## src/rtl/input_debouncer_if.sv

```systemverilog
// Raw board inputs and conditioned outputs of the input debouncer.
// master: the board / stimulus side that drives raw levels and observes results.
// slave:  the debouncer itself.
interface input_debouncer_if;
  logic [6:0] key_raw;
  logic [1:0] octave_raw;
  logic       confirm_raw;
  logic [6:0] key_out;
  logic [1:0] octave_out;
  logic       confirm_out;
  logic [6:0] key_press;
  logic [1:0] octave_press;
  logic       confirm_press;
  logic [2:0] key_index;
  logic       key_valid;

  modport master (
    output key_raw, octave_raw, confirm_raw,
    input  key_out, octave_out, confirm_out,
    input  key_press, octave_press, confirm_press,
    input  key_index, key_valid
  );

  modport slave (
    input  key_raw, octave_raw, confirm_raw,
    output key_out, octave_out, confirm_out,
    output key_press, octave_press, confirm_press,
    output key_index, key_valid
  );
endinterface

```

## src/rtl/input_debouncer.sv

```systemverilog
// Input conditioning for the piano: 2-FF synchronisers, a shared 1 ms tick,
// per-input debounce counters, press pulses and a most-recent-held-key index.
// Optional feature macro: OCTAVE_AUTOREPEAT_EN adds auto-repeat pulses on held
// octave keys; without it each debounced octave press gives a single pulse.
// Bit order of the internal 10-bit vectors: [6:0] keys, [8:7] octave, [9] confirm.
module input_debouncer #(
  parameter int CLK_HZ          = 100000000,
  parameter int DEBOUNCE_MS     = 20,
  parameter int REPEAT_DELAY_MS = 500,
  parameter int REPEAT_RATE_MS  = 200
) (
  input  logic             clk,
  input  logic             reset,
  input_debouncer_if.slave bus
);
  localparam int TICK_DIV = CLK_HZ / 1000;
  localparam int TW       = (TICK_DIV > 1) ? $clog2(TICK_DIV) : 1;
  localparam int CW       = $clog2(DEBOUNCE_MS + 1);
  localparam int NIN      = 10;
  localparam int NKEY     = 7;

  if (TICK_DIV < 1 || DEBOUNCE_MS < 1 || REPEAT_DELAY_MS < 1 || REPEAT_RATE_MS < 1) begin : g_param_check
    $error("input_debouncer: parameter out of range");
  end

  logic [TW-1:0]  tick_cnt;
  logic           tick;
  logic [NIN-1:0] raw_all, sync1, sync2;
  logic [NIN-1:0] stable, toggle, rise;
  logic [CW-1:0]  cnt [NIN];
  logic [NIN-1:0] press_d, press_q;
  logic [1:0]     oct_repeat;
  logic [2:0]     key_index_q, next_index, lowest_press, lowest_held;
  logic           key_valid_q, index_held;

  assign raw_all = {bus.confirm_raw, bus.octave_raw, bus.key_raw};
  assign tick    = (tick_cnt == TW'(TICK_DIV - 1));

  // Free-running millisecond divider; tick is high in the cycle it wraps.
  always_ff @(posedge clk or negedge reset) begin
    if (!reset)    tick_cnt <= '0;
    else if (tick) tick_cnt <= '0;
    else           tick_cnt <= tick_cnt + 1'b1;
  end

  // Two-stage synchroniser for every raw input.
  always_ff @(posedge clk or negedge reset) begin
    if (!reset) begin
      sync1 <= '0;
      sync2 <= '0;
    end else begin
      sync1 <= raw_all;
      sync2 <= sync1;
    end
  end

  // An input flips its stable level on the tick that completes the window.
  always_comb begin
    toggle = '0;
    for (int i = 0; i < NIN; i++)
      toggle[i] = (sync2[i] != stable[i]) && tick && (cnt[i] == CW'(DEBOUNCE_MS - 1));
  end

  assign rise = toggle & ~stable;

  // Debounce counters: any cycle agreeing with the stable level restarts the window.
  always_ff @(posedge clk or negedge reset) begin
    if (!reset) begin
      stable <= '0;
      for (int i = 0; i < NIN; i++) cnt[i] <= '0;
    end else begin
      for (int i = 0; i < NIN; i++) begin
        if (sync2[i] == stable[i]) begin
          cnt[i] <= '0;
        end else if (tick) begin
          if (toggle[i]) begin
            stable[i] <= ~stable[i];
            cnt[i]    <= '0;
          end else begin
            cnt[i] <= cnt[i] + 1'b1;
          end
        end
      end
    end
  end

`ifdef OCTAVE_AUTOREPEAT_EN
  localparam int RMAX = (REPEAT_DELAY_MS > REPEAT_RATE_MS) ? REPEAT_DELAY_MS : REPEAT_RATE_MS;
  localparam int RW   = $clog2(RMAX + 1);

  logic [RW-1:0] rep_cnt [2];
  logic [1:0]    rep_phase;
  logic [1:0]    rep_fire;

  // A repeat fires on the tick that ends the first delay, then each rate period.
  always_comb begin
    rep_fire = '0;
    for (int j = 0; j < 2; j++)
      rep_fire[j] = stable[7+j] && !toggle[7+j] && tick &&
                    (rep_cnt[j] == (rep_phase[j] ? RW'(REPEAT_RATE_MS - 1) : RW'(REPEAT_DELAY_MS - 1)));
  end

  // Per-octave-key hold timers, cleared whenever the key is not solidly held.
  always_ff @(posedge clk or negedge reset) begin
    if (!reset) begin
      rep_phase <= '0;
      for (int j = 0; j < 2; j++) rep_cnt[j] <= '0;
    end else begin
      for (int j = 0; j < 2; j++) begin
        if (!stable[7+j] || toggle[7+j]) begin
          rep_cnt[j]   <= '0;
          rep_phase[j] <= 1'b0;
        end else if (tick) begin
          if (rep_fire[j]) begin
            rep_cnt[j]   <= '0;
            rep_phase[j] <= 1'b1;
          end else begin
            rep_cnt[j] <= rep_cnt[j] + 1'b1;
          end
        end
      end
    end
  end

  assign oct_repeat = rep_fire;
`else
  assign oct_repeat = 2'b00;
`endif

  assign press_d = {rise[9], rise[8:7] | oct_repeat, rise[6:0]};

  // Press pulses are registered so they line up with the first cycle the level reads 1.
  always_ff @(posedge clk or negedge reset) begin
    if (!reset) press_q <= '0;
    else        press_q <= press_d;
  end

  // Pick the new key index from this cycle's pulses and held levels.
  always_comb begin
    lowest_press = '0;
    lowest_held  = '0;
    index_held   = 1'b0;
    for (int i = NKEY - 1; i >= 0; i--) begin
      if (press_q[i]) lowest_press = 3'(i);
      if (stable[i])  lowest_held  = 3'(i);
      if (key_index_q == 3'(i)) index_held = stable[i];
    end
    next_index = key_index_q;
    if (|press_q[NKEY-1:0])      next_index = lowest_press;
    else if (!(|stable[NKEY-1:0])) next_index = '0;
    else if (!index_held)        next_index = lowest_held;
  end

  // Most-recent-held-key tracking, one cycle behind the key levels.
  always_ff @(posedge clk or negedge reset) begin
    if (!reset) begin
      key_index_q <= '0;
      key_valid_q <= 1'b0;
    end else begin
      key_index_q <= next_index;
      key_valid_q <= |stable[NKEY-1:0];
    end
  end

  assign bus.key_out       = stable[6:0];
  assign bus.octave_out    = stable[8:7];
  assign bus.confirm_out   = stable[9];
  assign bus.key_press     = press_q[6:0];
  assign bus.octave_press  = press_q[8:7];
  assign bus.confirm_press = press_q[9];
  assign bus.key_index     = key_index_q;
  assign bus.key_valid     = key_valid_q;
endmodule

```

## src/flat_wrapper.sv

```systemverilog
// flat-port wrapper written by rule: the top's interface ports become plain ports
module input_debouncer_flat 
#(
  parameter int CLK_HZ          = 100000000,
  parameter int DEBOUNCE_MS     = 20,
  parameter int REPEAT_DELAY_MS = 500,
  parameter int REPEAT_RATE_MS  = 200
)
  (clk, reset, bus_key_raw, bus_octave_raw, bus_confirm_raw, bus_key_out, bus_octave_out, bus_confirm_out, bus_key_press, bus_octave_press, bus_confirm_press, bus_key_index, bus_key_valid);
  input_debouncer_if bus_i ();
  input  logic clk;
  input  logic reset;
  input wire logic [$bits(bus_i.key_raw)-1:0] bus_key_raw;
  input wire logic [$bits(bus_i.octave_raw)-1:0] bus_octave_raw;
  input wire logic [$bits(bus_i.confirm_raw)-1:0] bus_confirm_raw;
  output wire logic [$bits(bus_i.key_out)-1:0] bus_key_out;
  output wire logic [$bits(bus_i.octave_out)-1:0] bus_octave_out;
  output wire logic [$bits(bus_i.confirm_out)-1:0] bus_confirm_out;
  output wire logic [$bits(bus_i.key_press)-1:0] bus_key_press;
  output wire logic [$bits(bus_i.octave_press)-1:0] bus_octave_press;
  output wire logic [$bits(bus_i.confirm_press)-1:0] bus_confirm_press;
  output wire logic [$bits(bus_i.key_index)-1:0] bus_key_index;
  output wire logic [$bits(bus_i.key_valid)-1:0] bus_key_valid;
  assign bus_i.key_raw = bus_key_raw;
  assign bus_i.octave_raw = bus_octave_raw;
  assign bus_i.confirm_raw = bus_confirm_raw;
  assign bus_key_out = bus_i.key_out;
  assign bus_octave_out = bus_i.octave_out;
  assign bus_confirm_out = bus_i.confirm_out;
  assign bus_key_press = bus_i.key_press;
  assign bus_octave_press = bus_i.octave_press;
  assign bus_confirm_press = bus_i.confirm_press;
  assign bus_key_index = bus_i.key_index;
  assign bus_key_valid = bus_i.key_valid;
  input_debouncer #(.CLK_HZ(CLK_HZ), .DEBOUNCE_MS(DEBOUNCE_MS), .REPEAT_DELAY_MS(REPEAT_DELAY_MS), .REPEAT_RATE_MS(REPEAT_RATE_MS)) u_core (.clk(clk), .reset(reset), .bus(bus_i));
endmodule
```

## config.mk

```make
export PLATFORM = sky130hd
export DESIGN_NAME = input_debouncer_flat
export DESIGN_NICKNAME = d
export VERILOG_FILES = /design/src/rtl/input_debouncer_if.sv /design/src/rtl/input_debouncer.sv /design/src/flat_wrapper.sv
export SDC_FILE = /design/constraint.sdc
export NUM_CORES = 1
export LEC_CHECK = 0
export BUFFER_PORTS_ARGS = -buffer_cell sky130_fd_sc_hd__buf_2
export CORE_ASPECT_RATIO = 1.4
export CORE_MARGIN = 1
export CORE_UTILIZATION = 60
export DETAILED_ROUTE_END_ITERATION = 10
export PLACE_DENSITY = 0.79
export SLEW_MARGIN = 30
export SYNTH_ARGS = -nofsm -noshare
export SYNTH_HDL_FRONTEND = slang
export SYNTH_SLANG_ARGS = --single-unit
```

## constraint.sdc

```tcl
create_clock -name clk -period 5.2 [get_ports clk]
set_input_delay 0.26 -clock clk [delete_from_list [all_inputs] [get_ports clk]]
set_output_delay 0.26 -clock clk [all_outputs]
set_load 0.005 [all_outputs]
```

==> results by stage, run 1 <==
Synth:
- For this run, asynchronously set or reset flops after synthesis account for 100%.
- After technology mapping, the gate count stands at 496.
- The mapped netlist covers 0.00522 sq mm.
- The total nets after synthesis is 519.
- The count of synthesis-stage warnings from yosys is 0.
- The number of unique standard cell types used by synthesis is 44.
- Yosys mapped a number of flops with a built-in enable equal to 0.
- The flop and latch count out of synthesis is 111.
- After synthesis, flip-flops and latches occupy 53.2% of the total area.
- The most instantiated flip-flop cell in the synthesis netlist is dfrtp_1.
- The post-synthesis area per instance is 10.5 sq um.

Finish:
- Compared with the post-synthesis result, the final layout area differs by 10.2%.
- The final core utilization is 69.4%.
- The multi-input combinational cells in the finished layout cover a total of 0.00230 sq mm.
- The net count of the finished layout is 553.
- The fill cell instance count of the final layout is 598.
- The post-layout instance count excluding filler cells is 637.
- The diode insertion count for antenna repair is 0.
- The flip-flop and latch area is 0.00278 sq mm.
- In the final layout, the share of cells above drive strength 1 is 13.6%.

Placed design:
- Detailed placement finished with a half-perimeter wire length of 6.72 mm.
- The quantity of I/O buffers inserted on ports is 35.
- Timing analysis after detailed placement gives a worst setup slack of 2.34 ns.
- The instance count after placement with tap cells included is 619.
- Routability-driven placement finished with a final weighted congestion of 0.827.

Route:
- Using the TritonRoute via totals, the vias-per-cell ratio works out to 6.13.
- The detailed-route wire length is 10.0 mm.
- The average wire per standard cell is 15.8 microns.
- The routed layout has 3904 vias.
- After detailed routing, the number of remaining DRC violations is 0.
- The first-iteration detailed-routing DRC count is 255.
- In this run the remaining antenna-violating nets after routing total 0.
- The number of optimization iterations in the first detailed-route pass is 4.

Critical path:
- The critical path in this run is classified as reg -> reg.
- The origin of the worst setup path is u_core.tick_cnt[0].
- The data arrival time at the worst-slack endpoint is 3.11 ns.
- The worst path required time is 5.47 ns.
- The launch instance of the worst register-to-register path is u_core.tick_cnt[0].
- The critical path capture point type is a register.
- The worst setup path is launched from a register.
- The largest fanout of any net on the critical path is 80.

Min path:
- The class of the most critical hold timing path is in -> reg.
- The startpoint identified for the worst hold timing path is bus_key_raw[6].

STA:
- The normalized max-slew margin is 39.0%.
- At the pin with the least slew margin, the transition time is 0.914 ns.
- The final period demand of the worst path is 2.84 ns.
- The worst-case setup margin in the final layout is 2.36 ns.
- The number of failing hold endpoints at the final stage was 0.
- The final setup TNS is 0 ns.
- The maximum achievable frequency is 352 MHz.
- The final-layout worst hold slack is 0.0120 ns.
- The share of the clock period used by the worst path after layout is 54.7%.
- On the final layout, the worst clock skew is 0.00544 ns.
- Setup violations remaining at the end of the flow were counted as 0.
- Setup repair after global routing left no endpoint under its margin.
- The number of max-slew violations in the final report was 0.

Pwr:
- The switching power share of the total is 20.8%.
- Per report_power, the sequential group accounts for 56.4% of the total.
- The power dissipated by switching net loads is 0.000323 W.
- The internal power of the cells is 0.00123 W.
- The clock network fraction of total power is 41.5%.
- The share of total power in combinational logic is 2.1%.
- Power spread over the standard cell area amounts to 270 mW/mm^2.
- The leakage dissipation is 2.45 nW.
- VDD sags by at most 0.254 mV.

Run:
- Max-cap violations in this run came to 0.

GRT:
- The number of global-route vias before repair was 3966.
- Global routing used 24.8% of the available tracks.
- The wire length of the first global-routing pass is 17.3 mm.
- The initial antenna violation count is 0.
- Global routing finished with a remaining overflow of 0.
- Entering global routing, the biggest net connects 81 pins.

Floorplanning:
- The number of placed I/O pins is 36.
- The number of core rows is 39.
- The die width is 80.9 microns.
- The core box area is 0.00830 sq mm.
- The initial utilization of the core area, before any placement, comes to 63.0%.
- The floorplan step defined a die boundary enclosing 0.00909 sq mm.
- The die height is 112 microns.

Clock tree:
- The number of buffers on the longest clock path is 2.
- The buffers inserted during post-CTS setup optimization is 0.
- The TritonCTS clock tree is built.
- The cell at the root of the clock tree is clkbuf_16.
- The clock transition at the registers of the reported paths is 0.07 ns.
- Clock latency on the worst-skew pair, taken at its later pin, is 0.35 ns.
- The tree built by TritonCTS fans out to 111 sinks.
- The count of H-tree levels built during CTS is 3.
- The CTS buffer count is 9.

Run status:
- The flow ran to the end, and the final reports show no timing, DRC or antenna violations.
## critical path, stage by stage, from the launching register on
cell,delay [ns]
dfrtp_1,0.39
ha_1,0.22
and4_1,0.42
nand4_4,0.74
or4_1,0.77
a31oi_1,0.19
## kinds of logic (layout without fill, tap and decap cells)
group	after synthesis	in the layout	synth area share [%]
and+or+nand+nor	201	201	22.8
muxes	15	15	3.43
xor gates and xnor gates	23	23	3.86
AOI/OAI and AO/OA	102	102	11.3
DFF	111	111	53.2
buffers and inverters	33	72	2.80
adders and majority gates	11	11	2.63
## timing repair
item / 4_1_cts / 5_1_grt
endpoints found under the hold margin: 53 / 0
hold buffers: 1 / 0
gates resized for setup: 0 / 0
setup endpoints to repair: 0 / 0
## worst paths after layout
path	to	slack, ns	cells after the start
max	u_core.cnt[29]	2.36	5
min	u_core.sync1[6]	0.01	1
max reg2reg	u_core.cnt[29]	2.36	5
min reg2reg	u_core.sync2[8]	0.35	0
max in group asynchronous	u_core.tick_cnt[12]	3.56	3
min in group asynchronous	u_core.sync2[6]	0.48	2
## Yosys cell counts, types with 4 or more instances
master | number | share of area (%)
o311ai_0 | 5 | 0.84
a21oi_1 | 44 | 4.2
o21ai_0 | 33 | 3.2
xnor2_1 | 16 | 2.7
nor4b_1 | 5 | 0.84
nand3_1 | 20 | 1.9
or3_1 | 25 | 3.0
clkbuf_1 | 9 | 0.65
nand4_1 | 9 | 1.1
nand2_1 | 52 | 3.7
and4_1 | 5 | 0.84
nor4_1 | 6 | 0.72
or4_1 | 20 | 2.9
xor2_1 | 7 | 1.2
a31oi_1 | 5 | 0.60
nor2b_1 | 13 | 1.6
nand2b_1 | 4 | 0.48
dfrtp_1 | 111 | 53
inv_1 | 18 | 1.3
nor3b_1 | 12 | 1.7
nor2_1 | 12 | 0.86
a31o_2 | 4 | 0.67
mux2_2 | 13 | 2.8
nand3b_1 | 9 | 1.3
ha_1 | 11 | 2.6
## placed cells by master (no fill, tap or decap), types with 6 or more instances in the layout
cell type and count:
dfrtp_1 111, nand2_1 52, a21oi_1 44, buf_2 34
o21ai_0 33, or3_1 25, nand3_1 20, or4_1 20
inv_1 18, xnor2_1 16, nor2b_1 13, mux2_2 13
nor3b_1 12, nor2_1 12, ha_1 11, nand4_1 9
nand3b_1 9, clkbuf_16 9, xor2_1 7, nor4_1 6
## final cells by class
cell class / instances / share of cell area [%]
timing repair buffer: 38 / 3.59
inverter: 18 / 1.17
clock inverter: 3 / 0.304
tap: 102 / 2.22
clock buffer: 13 / 4.52
sequential: 111 / 48.3
multi-input combinational: 352 / 39.9
## power by group through the flow
stage / registers [W] / logic (W) / clock network [W]
2_1_floorplan: 0.000891 / 0.00000813 / 0
3_3_place_gp: 0.000892 / 0.0000316 / 0
3_5_place_dp: 0.000892 / 0.0000325 / 0
4_1_cts: 0.000876 / 0.0000331 / 0.000658
5_1_grt: 0.000876 / 0.0000369 / 0.000692
6_report: 0.000876 / 0.0000319 / 0.000644
## per-layer routing
metal	wire (microns)	share of wire [%]	global-route usage [%]	vias up
met3	375	3.7	4.55	19
met5	0	0	0	-
met4	204	2.0	11.1	0
li1	-	-	-	1881
met1	4160	41	28.9	1928
met2	5300	53	43.4	76
## registers in the layout, indices dropped and copies added, names as in the netlist
register / flops
u_core.tick_cnt: 17
u_core.cnt: 50
u_core.stable: 10
u_core.sync2: 10
u_core.bus.key_index: 3
u_core.bus.key_valid: 1
u_core.sync1: 10
u_core.press_q: 10
## stage by stage
step	area, sq um	power (W)
after global routing	5760	0.00161
after floorplan	5220	0.000899
after global placement	5460	0.000923
after detailed placement	5460	0.000925
final	5760	0.00155
after CTS	5750	0.00157
(Power assumes the default switching activity.)
==> inputs of run 2 (changes only) <==
--- a/config.mk
+++ b/config.mk
@@ -8,9 +8,9 @@
 export BUFFER_PORTS_ARGS = -buffer_cell sky130_fd_sc_hd__buf_2
 export CORE_ASPECT_RATIO = 1.4
 export CORE_MARGIN = 1
-export CORE_UTILIZATION = 60
+export CORE_UTILIZATION = 54
 export DETAILED_ROUTE_END_ITERATION = 10
-export PLACE_DENSITY = 0.79
+export PLACE_DENSITY = 0.75
 export SLEW_MARGIN = 30
 export SYNTH_ARGS = -nofsm -noshare
 export SYNTH_HDL_FRONTEND = slang
==> constraint.sdc (replaced) <==
create_clock -name clk -period 2.4 [get_ports clk]
set_input_delay 0.12 -clock clk [delete_from_list [all_inputs] [get_ports clk]]
set_output_delay 0.12 -clock clk [all_outputs]
set_load 0.005 [all_outputs]
==> run 2 against run 1 <==
  * Power grew 120%
  * Largest power group unchanged
  * Sequential power increased by 120%
  * Largest cell class unchanged
  * Non-clock buffer count grew 16
  * Sequential share of layout area decreased by 1.3 points
==> results by stage, run 2 (synthesized netlist as in run 1, its figures left out) <==
Pwr:
- The ratio of total power to cell area came to 564 mW/mm^2 (was 270 mW/mm^2).
- The clock network fraction of total power is 40.7% (was 41.5%).
- The share of total power in combinational logic is 2.6% (was 2.1%).
- The share of total power in sequential cells came to 56.8% (was 56.4%).
- The total design power is 0.00334 W (was 0.00155 W).
- The internal power of the cells came to 0.00264 W (was 0.00123 W).
- The power dissipated by switching net loads is 0.000701 W (was 0.000323 W).
- The switching power share of the total is 21.0% (was 20.8%).
- The highest ir drop seen on vdd is 0.324 mV (was 0.254 mV).
- The leakage dissipation is 2.52 nW (was 2.45 nW).

STA:
- The transition at the pin with the smallest max-transition slack is 0.649 ns (was 0.914 ns).
- The total of endpoints with negative setup slack in the final report is 0 (unchanged).
- The number of failing hold endpoints at the final stage is 0 (unchanged).
- The normalized max-slew margin is 56.1% (was 39.0%).
- The final period demand of the worst path is 2.03 ns (was 2.84 ns).
- RSZ-0062 raised after global routing: no (unchanged).
- The share of the clock period used by the worst path after layout is 84.5% (was 54.7%).
- The worst-case clock skew came to 0.00612 ns (was 0.00544 ns).
- The number of max-slew violations in the final report is 0 (unchanged).
- The final setup TNS is 0 ns (unchanged).
- The maximum achievable frequency is 493 MHz (was 352 MHz).

Floorplanning:
- The die footprint is 0.0101 sq mm (was 0.00909 sq mm).
- The core box area is 0.00941 sq mm (was 0.00830 sq mm).
- The die width is 85.1 microns (was 80.9 microns).
- The number of placed I/O pins is 36 (unchanged).
- The die height is 118 microns (was 112 microns).
- The number of core rows is 42 (was 39).
- The initial core utilization is 55.5% (was 63.0%).

Finish:
- The layout overhead on the synthesized area is 13.3% (was 10.2%).
- The diode insertion count for antenna repair is 0 (unchanged).
- The most common library cell in the layout ignoring fill and taps is dfrtp_1 (unchanged).
- The register ranked first by flip-flop count is u_core.cnt (unchanged).
- The number of flip-flops under the largest register name came to 50 (unchanged).
- Registers with the highest flip-flop counts: u_core.cnt: 50 flops, u_core.tick_cnt: 17 flops (unchanged).
- The fill cell instance count of the final layout is 749 (was 598).
- The fraction of final layout cells with drive strength greater than 1 is 14.4% (was 13.6%).
- Most used cells in the layout excluding fill and tap cells: 111 x dfrtp_1, 52 x nand2_1, 44 x a21oi_1 (unchanged).
- The area of combinational cells with multiple inputs came to 0.00230 sq mm (unchanged).
- The final layout net count is 569 (was 553).
- The flip-flop and latch area was 0.00278 sq mm (unchanged).

Clock tree:
- The clock latency on the worst-skew pair is 0.34 ns (was 0.35 ns).
- The hold buffer count at CTS came to 11 (was 1).
- The TritonCTS clock tree is built (unchanged).
- The post-cts sizing count is 0 (unchanged).
- The CTS buffer count was 9 (unchanged).
- The CTS sink count was 111 (unchanged).
- The count of H-tree levels built during CTS is 3 (unchanged).
- The number of buffers on the longest clock path is 2 (unchanged).
- The buffers inserted during post-CTS setup optimization came to 0 (unchanged).
- The cell at the root of the clock tree is clkbuf_16 (unchanged).
- The clock transition at the registers of the reported paths was 0.07 ns (about the same).

Placed design:
- The detailed-placement wirelength estimate is 6.74 mm (was 6.72 mm).
- The routability congestion estimate is 0.804 (was 0.827).
- The quantity of I/O buffers inserted on ports is 35 (unchanged).

Route:
- The detailed-route wire length is 9.95 mm (was 10.0 mm).
- The number of optimization iterations in the first detailed-route pass is 5 (was 4).
- The final antenna-violating net count was 0 (unchanged).
- The first-iteration detailed-routing DRC count is 207 (was 255).
- The number of vias in the routed layout is 3956 (was 3904).
- The average vias per placed instance was 5.99 (was 6.13).
- The average wire per standard cell is 15.1 microns (was 15.8 microns).
- The remaining design rule violation count came to 0 (unchanged).

GRT:
- The number of global-route vias before repair came to 3912 (was 3966).
- The overall fraction of global-route tracks in use was 21.9% (was 24.8%).
- The largest net degree at the start of global routing is 81 (unchanged).
- The global route total overflow is 0 (unchanged).
- The wire length of the first global-routing pass was 17.7 mm (was 17.3 mm).
- The initial antenna violation count is 0 (unchanged).

Min path:
- The class of the most critical hold timing path was in -> async (was in -> reg).

Critical path:
- The kind of start point of the critical path is a register (unchanged).
- The number of cells on the worst reg-to-reg path is 6 (was 5).
- The endpoint of the most critical register-to-register path is u_core.cnt[9] (was u_core.cnt[29]).
- The launch instance of the worst register-to-register path is u_core.tick_cnt[0] (unchanged).
- The data arrival time at the worst-slack endpoint is 2.29 ns (was 3.11 ns).
- The register-to-register setup slack came to 0.37 ns (was 2.36 ns).
- The critical path capture point type is a register (unchanged).
- The worst path required time came to 2.66 ns (was 5.47 ns).
- The capture point of the critical path is u_core.cnt[9] (was u_core.cnt[29]).
- The category of the critical setup timing path is reg -> reg (unchanged).
- The largest fanout of any net on the critical path is 80 (unchanged).
- The origin of the worst setup path is u_core.tick_cnt[0] (unchanged).

Run status:
- Result of the run: completed (unchanged).

Run:
- The number of max-cap violations is 0 (unchanged).
==> run 2: area by class of cell <==
| class | count | area share, % |
|---|---|---|
| timing repair buffer | 54 | 6.30 |
| clock inverter | 4 | 0.380 |
| clock buffer | 11 | 4.10 |
| sequential | 111 | 46.9 |
| inverter | 18 | 1.14 |
| multi-input combinational | 352 | 38.8 |
| tap | 110 | 2.32 |
==> run 2: metrics by stage <==
stage / util, % / hold WS, ns / instance area, sq um / setup WS (ns) / cells
4_1_cts: 62.9 / 0.320 / 5920 / 0.363 / 660
3_5_place_dp: 59.0 / 0.123 / 5550 / 0.366 / 634
5_1_grt: 62.9 / 0.356 / 5920 / 0.237 / 660
3_3_place_gp: 59.0 / 0.119 / 5550 / 0.455 / 634
6_report: 62.9 / 0.313 / 5920 / 0.372 / 660
2_1_floorplan: - / -0.176 / 5220 / 0.472 / 496
==> run 2: critical path, cell delays in order, from the launching register on <==
cell and delay, ns:
dfrtp_1 0.38, ha_1 0.21, and4_1 0.31, nand4_4 0.13, buf_12 0.23, or4_1 0.49
a31oi_1 0.16
==> run 2: worst min-delay path by stage <==
stage | slack, ns | cells after the start | end
finish | 0.31 | 2 | u_core.cnt[12]
global route | 0.36 | 0 | u_core.sync2[1]
CTS | 0.32 | 2 | u_core.cnt[17]
detailed placement | 0.12 | 1 | u_core.cnt[12]
global placement | 0.12 | 1 | u_core.cnt[18]
floorplan | -0.18 | 0 | u_core.bus.key_index[0]
==> run 2: power groups by stage <==
| stage | logic [W] | clock network [W] | registers, W |
|---|---|---|---|
| 2_1_floorplan | 0.0000176 | 0 | 0.00193 |
| 3_3_place_gp | 0.0000740 | 0 | 0.00193 |
| 3_5_place_dp | 0.0000748 | 0 | 0.00193 |
| 4_1_cts | 0.0000894 | 0.00139 | 0.00190 |
| 5_1_grt | 0.0000985 | 0.00146 | 0.00190 |
| 6_report | 0.0000854 | 0.00136 | 0.00190 |
==> run 2: per-layer routing <==
layer / share of wire [%] / routed length (microns) / vias to the layer above / global-route usage [%]
met4: 1.1 / 113 / 0 / 7.42
met5: 0 / 0 / - / 0
li1: - / - / 1911 / -
met1: 44 / 4410 / 1965 / 27.6
met3: 3.3 / 325 / 7 / 4.19
met2: 51 / 5100 / 73 / 37.4
